**src/rtl/vga_scan_gen.sv**
```systemverilog
// Raster scan generator: pixel divider, h/v position counters, active-area coordinates, syncs and strobes.
// Optional build macro VGA_SCAN_PREFETCH_EN delays hsync/vsync/video_on by one pixel period.
module vga_scan_gen #(
  parameter int H_ACTIVE = 640,
  parameter int H_FP     = 16,
  parameter int H_SYNC   = 96,
  parameter int H_BP     = 48,
  parameter int V_ACTIVE = 480,
  parameter int V_FP     = 10,
  parameter int V_SYNC   = 2,
  parameter int V_BP     = 33,
  parameter int CLK_DIV  = 2
) (
  input  logic       clk,
  input  logic       reset,
  output logic       pix_tick,
  output logic [8:0] row,
  output logic [9:0] col,
  output logic       video_on,
  output logic       hsync,
  output logic       vsync,
  output logic       line_start,
  output logic       frame_start
);

  localparam int H_TOTAL = H_ACTIVE + H_FP + H_SYNC + H_BP;
  localparam int V_TOTAL = V_ACTIVE + V_FP + V_SYNC + V_BP;
  localparam int DIV_W   = (CLK_DIV > 1) ? $clog2(CLK_DIV) : 1;

  localparam logic [9:0] H_LAST_C = 10'(H_TOTAL - 1);
  localparam logic [9:0] H_ACT_C  = 10'(H_ACTIVE);
  localparam logic [9:0] H_SS_C   = 10'(H_ACTIVE + H_FP);
  localparam logic [9:0] H_SE_C   = 10'(H_ACTIVE + H_FP + H_SYNC);
  localparam logic [9:0] V_LAST_C = 10'(V_TOTAL - 1);
  localparam logic [9:0] V_ACT_C  = 10'(V_ACTIVE);
  localparam logic [9:0] V_SS_C   = 10'(V_ACTIVE + V_FP);
  localparam logic [9:0] V_SE_C   = 10'(V_ACTIVE + V_FP + V_SYNC);

  logic       advance_s;
  logic [9:0] h_cnt_r, v_cnt_r;
  logic [9:0] h_nxt_s, v_nxt_s;
  logic       vid_nxt_s, hs_nxt_s, vs_nxt_s;
  logic [8:0] row_r;
  logic [9:0] col_r;
  logic       video_on_r, hsync_r, vsync_r;
  logic       pix_tick_r, line_start_r, frame_start_r;

  generate
    if (CLK_DIV > 1) begin : g_div
      localparam logic [DIV_W-1:0] DIV_MAX_C  = DIV_W'(CLK_DIV - 1);
      localparam logic [DIV_W-1:0] DIV_ZERO_C = DIV_W'(0);
      localparam logic [DIV_W-1:0] DIV_ONE_C  = DIV_W'(1);
      logic [DIV_W-1:0] div_cnt_r;

      // Pixel-rate divider; the last count of each period is the advance edge.
      always_ff @(posedge clk) begin
        if (reset) begin
          div_cnt_r <= DIV_ZERO_C;
        end else if (div_cnt_r == DIV_MAX_C) begin
          div_cnt_r <= DIV_ZERO_C;
        end else begin
          div_cnt_r <= div_cnt_r + DIV_ONE_C;
        end
      end

      assign advance_s = (div_cnt_r == DIV_MAX_C);
    end else begin : g_nodiv
      assign advance_s = 1'b1;
    end
  endgenerate

  // Next raster position, wrapping at line and frame ends.
  always_comb begin
    h_nxt_s = h_cnt_r;
    v_nxt_s = v_cnt_r;
    if (h_cnt_r == H_LAST_C) begin
      h_nxt_s = 10'd0;
      if (v_cnt_r == V_LAST_C) begin
        v_nxt_s = 10'd0;
      end else begin
        v_nxt_s = v_cnt_r + 10'd1;
      end
    end else begin
      h_nxt_s = h_cnt_r + 10'd1;
    end
  end

  // Decode from the next position so registered outputs describe the pixel being scanned.
  always_comb begin
    vid_nxt_s = (h_nxt_s < H_ACT_C) && (v_nxt_s < V_ACT_C);
    hs_nxt_s  = !((h_nxt_s >= H_SS_C) && (h_nxt_s < H_SE_C));
    vs_nxt_s  = !((v_nxt_s >= V_SS_C) && (v_nxt_s < V_SE_C));
  end

  // Position and aligned outputs move on advance edges; strobes are re-evaluated every clock.
  always_ff @(posedge clk) begin
    if (reset) begin
      h_cnt_r       <= H_LAST_C;
      v_cnt_r       <= V_LAST_C;
      row_r         <= 9'd0;
      col_r         <= 10'd0;
      video_on_r    <= 1'b0;
      hsync_r       <= 1'b1;
      vsync_r       <= 1'b1;
      pix_tick_r    <= 1'b0;
      line_start_r  <= 1'b0;
      frame_start_r <= 1'b0;
    end else begin
      pix_tick_r    <= advance_s;
      line_start_r  <= advance_s && (h_nxt_s == 10'd0);
      frame_start_r <= advance_s && (h_nxt_s == 10'd0) && (v_nxt_s == 10'd0);
      if (advance_s) begin
        h_cnt_r    <= h_nxt_s;
        v_cnt_r    <= v_nxt_s;
        row_r      <= vid_nxt_s ? v_nxt_s[8:0] : 9'd0;
        col_r      <= vid_nxt_s ? h_nxt_s : 10'd0;
        video_on_r <= vid_nxt_s;
        hsync_r    <= hs_nxt_s;
        vsync_r    <= vs_nxt_s;
      end
    end
  end

  assign pix_tick    = pix_tick_r;
  assign row         = row_r;
  assign col         = col_r;
  assign line_start  = line_start_r;
  assign frame_start = frame_start_r;

`ifdef VGA_SCAN_PREFETCH_EN
  logic video_on_d_r, hsync_d_r, vsync_d_r;

  // One pixel of extra latency on sync/blank so consumers get a full pixel of pipeline.
  always_ff @(posedge clk) begin
    if (reset) begin
      video_on_d_r <= 1'b0;
      hsync_d_r    <= 1'b1;
      vsync_d_r    <= 1'b1;
    end else if (advance_s) begin
      video_on_d_r <= video_on_r;
      hsync_d_r    <= hsync_r;
      vsync_d_r    <= vsync_r;
    end
  end

  assign video_on = video_on_d_r;
  assign hsync    = hsync_d_r;
  assign vsync    = vsync_d_r;
`else
  assign video_on = video_on_r;
  assign hsync    = hsync_r;
  assign vsync    = vsync_r;
`endif

endmodule

```
**config.mk**
```make
export PLATFORM = sky130hd
export DESIGN_NAME = vga_scan_gen
export DESIGN_NICKNAME = d
export VERILOG_FILES = /design/src/rtl/vga_scan_gen.sv
export SDC_FILE = /design/constraint.sdc
export NUM_CORES = 1
export LEC_CHECK = 0
export ABC_AREA = 1
export CAP_MARGIN = 20
export CORE_MARGIN = 3
export CORE_UTILIZATION = 60
export CTS_CLUSTER_DIAMETER = 200
export DETAILED_ROUTE_END_ITERATION = 8
export PLACE_DENSITY = 0.94
export SYNTH_ARGS = -nofsm -noshare
export SYNTH_HDL_FRONTEND = slang
export SYNTH_SLANG_ARGS = --single-unit
```
**constraint.sdc**
```tcl
create_clock -name clk -period 3.95 [get_ports clk]
set_input_delay 0.79 -clock clk [delete_from_list [all_inputs] [get_ports clk]]
set_output_delay 0.79 -clock clk [all_outputs]
set_load 0.01 [all_outputs]
```
==> flow_summary.yaml <==
timing:
  max_freq_ghz: 0.384
  drv_slew: 0
  setup_violations: 0
  worst-slew-pin-transition_ns: 0.866
  finalCritPeriodShare_pct: 65.9
  finalClockSkew_ns: 0.00530
  layout_min_cycle_time_ns: 2.60
  relSlewSlack_pct: 42.2
  rsz0062_at_grt: "no"
  hold_violations: 0
  fin_setup_tns_ns: 0
die:
  start_util_pct: 64.0
  dieArea_sq_um: 4790
  ioPinCount: 27
  core_area_sq_um: 3740
  die-width_um: 69.2
  die_h_um: 69.2
  fp-row-count: 22
global_routing:
  grt_pass1_vias: 2151
  grt_pass1_wl_mm: 9.18
  grt.total_usage_pct: 23.1
  grt_start_max_net_pins: 29
  gr-total-overflow: 0
  antenna_found_initial: 0
finish:
  final_common_cell: "nand2_1"
  diodes: 0
  synthToLayoutAreaGrowth_pct: 16.2
  layout_common_cells: "nand2_1 (124), inv_1 (53), dfxtp_1 (46), nor2_1 (30), nand3_1 (29)"
  nNetsFinal: 388
  drive_above_1_share_pct: 9.38
  num-fill-cells: 298
  fin_cells: 432
placed_design:
  dpl.hpwl_mm: 3.94
  place_congestion: 0.888
  portBuffers: 26
  dp_cells: 424
run:
  cap_violations: 0
route:
  routedWlPerCell_um: 12.6
  drt_wl_total_mm: 5.44
  drtIter0Drc: 264
  wl_met1_mm: 2.23
  avgViaCountPerCell: 5.40
  post-route-drc-count: 0
  vias: 2331
  dr_wl_met2_mm: 2.75
  ant_nets: 0
  drt_pass1_iterations: 5
  dr_wl_met3_um: 347
  top_layer: "met4"
pwr:
  leakage_nw: 1.39
  peakVddDrop_uv: 299
  p_per_area_nw_per_um2: 470
  p_total_w: 0.00131
clocking:
  cts-root-buf: "clkbuf_8"
  clockBufferDepth: 2
  cts_hold_buf: 0
  cts_buffers: 5
  cts.clk_slew.worst_paths_ns: 0.08
  cts_setup_buffers: 0
  cts.sinks: 46
  worstSkewPairLatency_ns: 0.31
  cts_tree: "yes"
  htree_levels: 2
  cts_resized: 0
critical_path:
  crit_type: "register to register"
  start_kind: "register"
  r2r-start: "h_cnt_r[0]"
  rr_worst_depth: 11
  r2r_slack_ns: 1.35
  timing.rr.end: "row[4]"
  required_ns: 4.20
  cp_data_arrival_time_ns: 2.85
  cp-end-kind: "register"
  crit_fanout: 20
synth:
  synth_fp_nets: 362
  synthSimpleGateAreaFrac_pct: 39.4
  synthXorXnorAreaFrac_pct: 1.10
  synthesis.area_sq_um: 2390
  synth-seq-cells: 46
  synth-compound-area-share_pct: 7.89
  synth_top_family_by_area: "simple AND/OR/NAND/NOR gates"
  synth_fa_ha_area_share_pct: 1.57
  synth-seq-area-share_pct: 38.5
  yosys_warnings: 0
  synthCells: 357
  synth_mux_area_share_pct: 0
  yosysUniqueCellTypes: 28
  syn_area_per_cell_sq_um: 6.71
min_path:
  hold_class: "register to register"
  holdPathStages: 2
  min_from: "col[7]"
  hold_end: "col[7]"
outcome:
  status: "finished clean"
[power breakdown]
part	total, W	internal, W	leakage, nW	switching, W
sequential	0.000527	0.000496	0.374	0.0000312
clock	0.000349	0.000189	0.0514	0.000160
combinational	0.000430	0.000130	0.962	0.000300
total	0.00131	0.000815	1.39	0.000491
[routing by layer]
layer  GRT usage [%]  vias to the layer above
li1                -                     1169
met1            26.7                     1058
met2            40.7                       93
met3            5.51                       11
met4            9.33                        0
met5               0                        -
[worst max path at each step]
stage | cells after the start | to | start
3_3_place_gp | 11 | row[3] | h_cnt_r[0]
2_1_floorplan | 4 | h_cnt_r[5] | reset
3_5_place_dp | 11 | row[4] | h_cnt_r[0]
4_1_cts | 11 | row[4] | h_cnt_r[0]
5_1_grt | 11 | row[5] | h_cnt_r[0]
6_report | 11 | row[4] | h_cnt_r[0]
[flip-flops by register name, indices dropped and copies added (netlist names)]
register     count
col             10
h_cnt_r         10
v_cnt_r         10
row              9
advance_s        1
frame_start      1
hsync            1
line_start       1
pix_tick         1
video_on         1
vsync            1
[cells in the mapped netlist]
cell type,n,area share [%]
clkbuf_1,5,0.78
nand4_2,1,0.52
o21ai_4,1,0.68
nor2_1,30,4.7
nand3_2,10,4.2
o22ai_1,10,2.6
o21ai_0,5,1.0
dfxtp_1,46,38
xnor2_1,1,0.37
o21ai_2,2,0.73
o21bai_1,1,0.31
buf_4,1,0.31
nand4_1,6,1.6
a21oi_1,6,1.3
nor2_2,4,1.0
nor3_1,1,0.21
buf_2,1,0.21
buf_6,3,1.4
nand2_1,124,19
xor2_1,2,0.73
inv_2,1,0.16
nor3_2,1,0.42
nand2_2,5,1.3
inv_1,53,8.3
clkinv_4,1,0.37
a22oi_1,4,1.3
nand3_1,29,6.1
ha_1,3,1.6
[area by class of cell]
class | instances | area [sq um] | share of cell area (%)
Multi-Input combinational cell | 246 | 1200 | 43.0
Clock inverter | 2 | 37.5 | 1.35
Timing Repair Buffer | 29 | 283 | 10.2
Clock buffer | 6 | 72.6 | 2.61
Sequential cell | 46 | 921 | 33.1
Tap cell | 48 | 60.1 | 2.16
Inverter | 55 | 211 | 7.60
[logic make-up after synthesis]
logic type	after synthesis
DFF	46
xor gates and xnor gates	3
buffers and inverters	65
adders and majority gates	3
AOI/OAI and AO/OA	29
and+or+nand+nor	211
[critical path, stage by stage, from the launching register on]
cell,delay [ns]
dfxtp_1,0.36
ha_1,0.22
nand3_2,0.12
inv_1,0.13
nand4_2,0.36
nand2_1,0.20
o21ai_2,0.10
nand2_1,0.10
nor2_2,0.05
nor2_2,0.65
nand3_1,0.15
nand2_1,0.09
[metrics by stage]
step                instance area (sq um)  utilization, %  worst slack (ns)  hold slack, ns
CTS                                  2780            74.3              1.35           0.458
global route                         2780            74.3              1.07           0.471
finish                               2780            74.3              1.35           0.454
detailed placement                   2670            71.4              1.36           0.443
floorplan                            2390               -              2.21           0.469
global placement                     2670            71.4              1.46           0.439
Note: power is estimated with default switching activity, not from simulation.
